`config.mk`:
```
export PLATFORM = sky130hd
export DESIGN_NAME = step_repeat_controller
export DESIGN_NICKNAME = d
export VERILOG_FILES = /design/src/rtl/step_repeat_controller_pkg.sv /design/src/rtl/step_repeat_controller_tick_timer.sv /design/src/rtl/step_repeat_controller.sv
export SDC_FILE = /design/constraint.sdc
export NUM_CORES = 1
export LEC_CHECK = 0
export CAP_MARGIN = 20
export CORE_MARGIN = 3
export CORE_UTILIZATION = 50
export DETAILED_ROUTE_END_ITERATION = 10
export GPL_TIMING_DRIVEN = 0
export PLACE_DENSITY = 0.74
export SLEW_MARGIN = 5
export SYNTH_ARGS = -nofsm -noshare
export SYNTH_HDL_FRONTEND = slang
export SYNTH_SLANG_ARGS = --single-unit
```
`constraint.sdc`:
```
create_clock -name clk -period 4.38 [get_ports clk]
set_input_delay 0.438 -clock clk [delete_from_list [all_inputs] [get_ports clk]]
set_output_delay 0.438 -clock clk [all_outputs]
set_load 0.02 [all_outputs]
```
`src/rtl/step_repeat_controller_pkg.sv`:
```
// ---------------------------------------------------------------------------
// step_repeat_controller_pkg
// Shared definitions for the step/repeat sequencer of the 4-bit counter:
// state encodings (also decoded by the debug LEDs), default tick counts and
// the saturate-at-limit test.
// ---------------------------------------------------------------------------
package step_repeat_controller_pkg;

   typedef enum logic [1:0] {
      ST_IDLE   = 2'd0,
      ST_HOLD   = 2'd1,
      ST_REPEAT = 2'd2,
      ST_RUN    = 2'd3
   } state_t;

   localparam int DEF_TW           = 10;
   localparam int DEF_HOLD_TICKS   = 500;
   localparam int DEF_REPEAT_TICKS = 100;
   localparam int DEF_RUN_TICKS    = 250;

   localparam logic [3:0] CNT_MAX = 4'd15;
   localparam logic [3:0] CNT_MIN = 4'd0;

   // True when a pulse in the requested direction would push the counter
   // past its bound while saturation is enabled.
   function automatic logic limit_blocked(input logic       i_sat,
                                          input logic       i_dir,
                                          input logic [3:0] i_cnt);
      return i_sat && (i_dir ? (i_cnt == CNT_MAX) : (i_cnt == CNT_MIN));
   endfunction

endpackage

```
`src/rtl/step_repeat_controller_tick_timer.sv`:
```
// ---------------------------------------------------------------------------
// tick_timer
// Down-counter advanced only on tick. A load of N makes expire fire on the
// N-th following tick. clear has priority over load, load over counting.
// Ports:
//   clk      in   system clock
//   reset    in   asynchronous, active-low reset
//   tick     in   one-clk timer enable
//   load     in   load load_val into the timer
//   load_val in   reload value (TW bits)
//   clear    in   force the timer to 0 (idle)
//   expire   out  combinational: tick seen while timer == 1
// ---------------------------------------------------------------------------
module tick_timer #(
   parameter int TW = 10
) (
   input  logic          clk,
   input  logic          reset,
   input  logic          tick,
   input  logic          load,
   input  logic [TW-1:0] load_val,
   input  logic          clear,
   output logic          expire
);

   logic [TW-1:0] r_timer;

   assign expire = tick && (r_timer == TW'(1));

   always_ff @(posedge clk or negedge reset) begin
      if (!reset) begin
         r_timer <= '0;
      end else if (clear) begin
         r_timer <= '0;
      end else if (load) begin
         r_timer <= load_val;
      end else if (tick && (r_timer > TW'(1))) begin
         r_timer <= r_timer - TW'(1);
      end else if (expire) begin
         // Expired without a reload: park at 0 so it cannot fire again.
         r_timer <= '0;
      end
   end

endmodule

```
`src/rtl/step_repeat_controller.sv`:
```
// ---------------------------------------------------------------------------
// step_repeat_controller
// Turns the debounced step/run buttons into single-clk counter enables:
// one pulse per step press, auto-repeat while the step button is held, and a
// free-running RUN mode toggled by the run button. With saturate set, pulses
// that would move the counter past 15 (up) or 0 (down) are suppressed.
// Ports:
//   clk         in   1 MHz system clock
//   reset       in   asynchronous, active-low reset
//   tick        in   1 kHz one-clk enable for the interval timer
//   step_db     in   debounced step button (level)
//   run_db      in   debounced run button (level, press toggles RUN)
//   direction   in   1 = count up, 0 = count down
//   saturate    in   1 = stop at the bound, 0 = let the datapath wrap
//   count       in   current counter value from the datapath
//   count_pulse out  registered one-clk counter enable
//   count_up    out  registered direction qualifier for count_pulse
//   at_limit    out  registered "next pulse would be blocked" flag
//   state_o     out  current state for LEDs/debug
// ---------------------------------------------------------------------------
module step_repeat_controller
   import step_repeat_controller_pkg::*;
#(
   parameter int TW           = DEF_TW,
   parameter int HOLD_TICKS   = DEF_HOLD_TICKS,
   parameter int REPEAT_TICKS = DEF_REPEAT_TICKS,
   parameter int RUN_TICKS    = DEF_RUN_TICKS
) (
   input  logic       clk,
   input  logic       reset,
   input  logic       tick,
   input  logic       step_db,
   input  logic       run_db,
   input  logic       direction,
   input  logic       saturate,
   input  logic [3:0] count,
   output logic       count_pulse,
   output logic       count_up,
   output logic       at_limit,
   output logic [1:0] state_o
);

   state_t        r_state;
   logic          r_step_d;
   logic          r_run_d;
   logic          r_count_pulse;
   logic          r_count_up;
   logic          r_at_limit;

   state_t        w_state_next;
   logic          w_step_rise;
   logic          w_run_rise;
   logic          w_blocked;
   logic          w_expire;
   logic          w_issue;
   logic          w_pulse;
   logic          w_load;
   logic [TW-1:0] w_load_val;
   logic          w_clear;

   // Edge detectors reset to 1 so a button held through reset is not a press.
   assign w_step_rise = step_db && !r_step_d;
   assign w_run_rise  = run_db  && !r_run_d;
   assign w_blocked   = limit_blocked(saturate, direction, count);

   // Blocked pulses are dropped; the previous-pulse term keeps count_pulse
   // from ever being high on two consecutive clks even with tiny tick counts.
   assign w_pulse = w_issue && !w_blocked && !r_count_pulse;

   tick_timer #(
      .TW(TW)
   ) u_tick_timer (
      .clk      (clk),
      .reset    (reset),
      .tick     (tick),
      .load     (w_load),
      .load_val (w_load_val),
      .clear    (w_clear),
      .expire   (w_expire)
   );

   always_ff @(posedge clk or negedge reset) begin
      if (!reset) begin
         r_state       <= ST_IDLE;
         r_step_d      <= 1'b1;
         r_run_d       <= 1'b1;
         r_count_pulse <= 1'b0;
         r_count_up    <= 1'b0;
         r_at_limit    <= 1'b0;
      end else begin
         r_state       <= w_state_next;
         r_step_d      <= step_db;
         r_run_d       <= run_db;
         r_count_pulse <= w_pulse;
         r_count_up    <= w_pulse ? direction : 1'b0;
         r_at_limit    <= w_blocked;
      end
   end

   // Every exit to IDLE clears the timer, which also makes an exit win over
   // a tick or expire arriving in the same clk.
   always_comb begin
      w_state_next = r_state;
      w_issue      = 1'b0;
      w_load       = 1'b0;
      w_load_val   = '0;
      w_clear      = 1'b0;
      case (r_state)
         ST_IDLE: begin
            if (w_run_rise) begin
               w_load       = 1'b1;
               w_load_val   = TW'(RUN_TICKS);
               w_state_next = ST_RUN;
            end else if (w_step_rise) begin
               w_issue      = 1'b1;
               w_load       = 1'b1;
               w_load_val   = TW'(HOLD_TICKS);
               w_state_next = ST_HOLD;
            end
         end
         ST_HOLD: begin
            if (!step_db) begin
               w_clear      = 1'b1;
               w_state_next = ST_IDLE;
            end else if (w_expire) begin
               w_issue      = 1'b1;
               w_load       = 1'b1;
               w_load_val   = TW'(REPEAT_TICKS);
               w_state_next = ST_REPEAT;
            end
         end
         ST_REPEAT: begin
            if (!step_db) begin
               w_clear      = 1'b1;
               w_state_next = ST_IDLE;
            end else if (w_expire) begin
               w_issue    = 1'b1;
               w_load     = 1'b1;
               w_load_val = TW'(REPEAT_TICKS);
            end
         end
         ST_RUN: begin
            if (w_run_rise || w_step_rise) begin
               w_clear      = 1'b1;
               w_state_next = ST_IDLE;
            end else if (w_expire) begin
               if (w_blocked) begin
                  // Auto-stop once the counter has reached its bound.
                  w_clear      = 1'b1;
                  w_state_next = ST_IDLE;
               end else begin
                  w_issue    = 1'b1;
                  w_load     = 1'b1;
                  w_load_val = TW'(RUN_TICKS);
               end
            end
         end
         default: begin
            w_clear      = 1'b1;
            w_state_next = ST_IDLE;
         end
      endcase
   end

   assign count_pulse = r_count_pulse;
   assign count_up    = r_count_up;
   assign at_limit    = r_at_limit;
   assign state_o     = r_state;

endmodule

```
Yosys cells after proc, flatten, opt, wreduce, memory -nomap -nowiden
Cells that the tools add are included.
- register bits: 17
- output and inout port bits: 5
- logic and storage cells: 74
- $add $sub $neg: 1
- order comparisons: 1
- equality and inequality tests: 10
- muxes and demuxes: 38
- reduce and logical (&&, ||, !) cells: 17
- operator list (operator ; number):
    10-bit two-way mux ; 4
    10-bit one-hot mux with 3 select lines ; 1
    8-bit two-way mux ; 3
    9-bit two-way mux ; 2
    2-bit two-way mux ; 8
    1-bit two-way mux ; 14
    7-bit two-way mux ; 2
    10-bit by 1-bit equality test with 1-bit output (second input constant) ; 1
    10-bit by 1-bit greater-than comparator with 1-bit output (second input constant) ; 1
    10-bit by 1-bit subtractor with 10-bit output (second input constant) ; 1
    2-bit one-hot mux with 4 select lines ; 1
    1-bit logical AND ; 7
    3-bit by 2-bit inequality test with 1-bit output (second input constant) ; 2
    3-bit inequality test (second input constant) ; 2
    1-bit one-hot mux with 3 select lines ; 2
    5-bit AND reduction ; 1
    2-bit equality test (second input constant) ; 2
    4-bit equality test (second input constant) ; 1
    1-bit zero test ; 4
    4-bit zero test ; 1
    4-bit nonzero test ; 1
    2-bit by 1-bit equality test with 1-bit output (second input constant) ; 1
    2-bit zero test ; 1
    2-bit inequality test (second input constant) ; 1
    3 further kinds ; 3

Logic depth before layout (Yosys ltp)
- depth in word-level cells: 10
- mapped depth: 8
- mapped depth without buffers: 7

Modules after synthesis
A second synthesis with hierarchy kept.
- cells, all modules: 128
- area total of the unflattened synthesis: 1233.7 µm²
- by module, submodules not included (module ; times used ; cells each ; area each (µm²)):
    tick_timer ; 1 ; 79 ; 743.2
    step_repeat_controller ; 1 ; 49 ; 490.5

Worst setup path before layout
No wires, ideal clock.
- path kind: register to register
- from: reg u_tick_timer.r_timer[6]
- to: reg u_tick_timer.r_timer[3]
- library setup time: 0.140 ns
- arrival: 2.024 ns
- required time: 4.240 ns
- slack: 2.216 ns
- cell stages (with the launch flop): 6
- buffers on the path: 0
- period minus slack after synthesis: 2.164 ns
- path through: dfrtp_1 -> or4_4 -> or3_4 -> or3_1 -> o221ai_2 -> o22ai_1
- cells in the longest elaborated chain, start to end: 7
- elaborated cells on any way between the ends: 19
- ends and longest elaborated chain (what ; RTL line ; RTL):
    start, declared ; step_repeat_controller_tick_timer.sv:26 ; logic [TW-1:0] r_timer;
    start signal, assigned ; step_repeat_controller_tick_timer.sv:36 ; r_timer <= load_val;
    start signal, assigned ; step_repeat_controller_tick_timer.sv:38 ; r_timer <= r_timer - TW'(1);
    10-bit by 1-bit equality test with 1-bit output ; step_repeat_controller_tick_timer.sv:28 ; assign expire = tick && (r_timer == TW'(1));
    1-bit logical AND ; step_repeat_controller_tick_timer.sv:28 ;
    8-bit two-way mux (tied with other cells) ; step_repeat_controller.sv:146 ; end else if (w_expire) begin
    8-bit two-way mux (tied with other cells) ; step_repeat_controller.sv:143 ; if (w_run_rise || w_step_rise) begin
    10-bit one-hot mux with 3 select lines / 1-bit one-hot mux with 3 select lines (equally long branches) ; step_repeat_controller.sv:108 ; case (r_state)
    10-bit two-way mux ; step_repeat_controller_tick_timer.sv:35 ; end else if (load) begin
    10-bit two-way mux ; step_repeat_controller_tick_timer.sv:33 ; end else if (clear) begin
Several ways; a longest one is shown, not always the timed one. The select of a mux whose other input is x is not followed.
A chain may end at the register's enable or synchronous reset.

Worst setup path in the final report
- from: reg u_tick_timer.r_timer[7]
- to: reg u_tick_timer.r_timer[4]
The elaborated chain is that of the path after synthesis.

==> flow_summary.yaml <==
floorplanning:
  dieHeight_um: 54.91
  num_rows: 17
  die_x_um: 54.91
  io_pins: 16
  initial_core_util: 0.5356
  core_area_um2: 2233
  dieArea_um2: 3015
sta:
  max_slew_margin: 0.4801
  rsz0062_at_grt: "no"
  tns_ps: 0
  maxSlewViolCount: 0
  hold_viol: 0
  fin_ws_ps: 1892
  period_share: 0.5679
  worstMarginPinSlew_ps: 777.5
  min_period_ps: 2488
  fmax_mhz: 402.0
  skew_ps: 1.832
  hold_slack_ps: 480.1
  setup_viol: 0
route:
  drc: 0
  dr.first_iter.drc_count: 28
  via_per_inst: 6.190
  detail-route-antenna-nets: 0
  wl_per_cell_um: 15.88
  vias: 1139
  routed_wirelength_um: 2921
  dr.pass1.iters: 4
synth:
  async_flop_share: 1.000
  ys_seq_area_frac: 0.3577
  synth.top_cell.area_share: 0.3138
  mappedNetlistArea_um2: 1196
  synth-edff-count: 0
  synth_area_leaders: "dfrtp_1 31%, ha_1 6.3%, nor2_1 5.0%, dfstp_2 4.4%, nand2_1 3.5%"
  syn_area_per_cell_um2: 8.731
  synth_flop_cell: "dfrtp_1"
  ys_ff_latch: 17
  yosysWarnings: 0
  yosysTopAreaCell: "dfrtp_1"
  synth.distinct_cells: 44
  syn_inst: 137
  syn-num-nets: 154
clock_tree:
  path_clk_slew_ps: 100
  ctsLongestPathBuffers: 2
  clock-sinks: 17
  htree_num_levels: 1
  root_buffer: "clkbuf_4"
  clock_latency_ps: 300
  cts_made_buffers: 3
  cts_tree: "yes"
  post-cts-setup-buffer-count: 0
  cts_hold_buf: 0
  cts_resized: 0
worst_setup_path:
  start_kind: "flip-flop"
  cp_top_family: "compound AO/OA/AOI/OAI gates"
  crit_fanout: 6
  end_kind: "flip-flop"
  r2r_slack_ps: 1890
  crit_required_ps: 4580
  cp_slowest_cell: "o31ai_1"
  worst_path_largest_cell_delay_ps: 610
  path_buf_inv: 0
  cp_cell_sequence: "or4_4 > o31ai_1 > and2_1 > o21ai_1 > o32ai_1"
  worstPathArrival_ps: 2690
  critPathKind: "flip-flop to flip-flop"
power:
  p_switching_uw: 386.7
  p_leak_uw: 0.0005671
  power_density_nw_per_um2: 593.8
  pwr-share-comb: 0.568
  p_total_uw: 836.6
  p_int_uw: 449.9
  pwr-share-seq: 0.326
  ir_drop_mv: 0.3431
  power_frac_clock: 0.105
  swShare: 0.4623
grt:
  grt_overflow: 0
  antenna_found_initial: 0
  grt_use_met3: 0.04021
  gr-usage-met1: 0.3101
  gr-usage-all-layers: 0.2248
  grt_pass1_vias: 1012
  grt_max_degree: 18
  grt_pass1_wl_um: 4788
  met2_usage: 0.3504
  busiest_layer: "met2"
cells_and_area:
  n_antenna_cell: 0
  stdcell_area_um2: 1409
  nNetsFinal: 174
  nFillCells: 207
  areaGrowthSynthToFinish_pct: 17.78
  drive_above_1_share: 0.1026
placed_design:
  io_buffers: 15
  dp_hpwl_um: 2172
  gp_congestion: 0.9353
  placed_cell_area_um2: 1381
  preCtsSetupSlack_ps: 1622
run_status:
  outcome: "complete, no violations"
min_path:
  hp-class: "flip-flop to flip-flop"
run:
  maxCapViolations: 0
path summary, 6_finish.rpt:
path	from	to	depth (start not counted)
max	u_tick_timer.r_timer[7]$_DFFE_PN0P_	u_tick_timer.r_timer[4]$_DFFE_PN0P_	5
max reg2reg	u_tick_timer.r_timer[7]$_DFFE_PN0P_	u_tick_timer.r_timer[4]$_DFFE_PN0P_	5
min	count_pulse$_DFF_PN0_	count_pulse$_DFF_PN0_	1
min in group asynchronous	reset	at_limit$_DFF_PN0_	1
min reg2reg	count_pulse$_DFF_PN0_	count_pulse$_DFF_PN0_	1
max in group asynchronous	reset	state_o[0]$_DFFE_PN0P_	1
metal layers:
layer | part of all wire | wire length [µm]
met5 | 0 | 0
met4 | 0.013 | 39
met3 | 0.052 | 152
met2 | 0.47 | 1359
met1 | 0.47 | 1369
worst reg2reg max path: cells and delay by family (launching register included):
kind | cells | cell delay [ps]
AO/OA/AOI/OAI | 3 | 1040
AND/OR/NAND/NOR | 2 | 880
flip-flops | 1 | 470
cells in the mapped netlist (all sizes together) (4+ instances only):
cell type and n:
nand2 11, dfrtp 15, inv 7, ha 6, nor2 16, o32ai 4
nor3 6, o22ai 5, a21oi 8, nor2b 4, o21ai 8, or4 5
metrics by stage:
stage,utilization,cells
floorplan,-,137
global placement,0.6185,180
detailed placement,0.6185,180
CTS,0.6308,184
global route,0.6308,184
finish,0.6308,184
power groups by stage:
| stage | Clock (µW) | Sequential, µW | Combinational (µW) |
|---|---|---|---|
| final | 88.2 | 273 | 475 |
| after global placement | 0 | 269 | 456 |
| after detailed placement | 0 | 274 | 468 |
| after CTS | 90.9 | 270 | 470 |
| after floorplan | 0 | 270 | 346 |
| after global routing | 98.6 | 282 | 535 |
cell type report:
cell class,count,area (µm²),area share
inverters,7,26.28,0.01865
well taps,28,35.03,0.02487
clock inverters,1,5.005,0.003552
plain buffers,3,13.76,0.009769
clock buffers,3,22.52,0.01599
flip-flops and latches,17,427.9,0.3037
repair buffers,15,150.1,0.1066
multi-input cells,110,728.2,0.5169
cells in the final DEF (no fill, tap or decap), types with 3 or more instances in the layout:
| cell type | synthesis | layout |
|---|---|---|
| a21oi_1 | 8 | 8 |
| or4_1 | 3 | 3 |
| clkbuf_4 | 0 | 3 |
| o21ai_0 | 6 | 6 |
| nand2b_1 | 3 | 3 |
| inv_1 | 7 | 7 |
| o32ai_1 | 4 | 4 |
| nand2_1 | 11 | 11 |
| a31oi_1 | 3 | 3 |
| nor3_1 | 6 | 6 |
| clkdlybuf4s50_1 | 0 | 15 |
| dfrtp_1 | 15 | 15 |
| nor2b_1 | 4 | 4 |
| and2_1 | 3 | 3 |
| o22ai_1 | 4 | 4 |
| ha_1 | 6 | 6 |
| nor2_1 | 16 | 16 |
flip-flops by register name (all words and copies together), names as in the netlist:
| name | flops |
|---|---|
| u_tick_timer.r_timer | 10 |
| state_o | 2 |
| at_limit | 1 |
| count_pulse | 1 |
| count_up | 1 |
| r_run_d | 1 |
| r_step_d | 1 |
logic make-up after synthesis:
logic type                 count (synthesis)  synth area share
xor gates and xnor gates                   2           0.01465
and+or+nand+nor                           60            0.2688
AOI/OAI and AO/OA                         40            0.2448
DFF                                       17            0.3577
buffers and inverters                     10           0.03347
muxes                                      2           0.01778
adders and majority gates                  6           0.06276
Power figures use the tool's default switching activity.
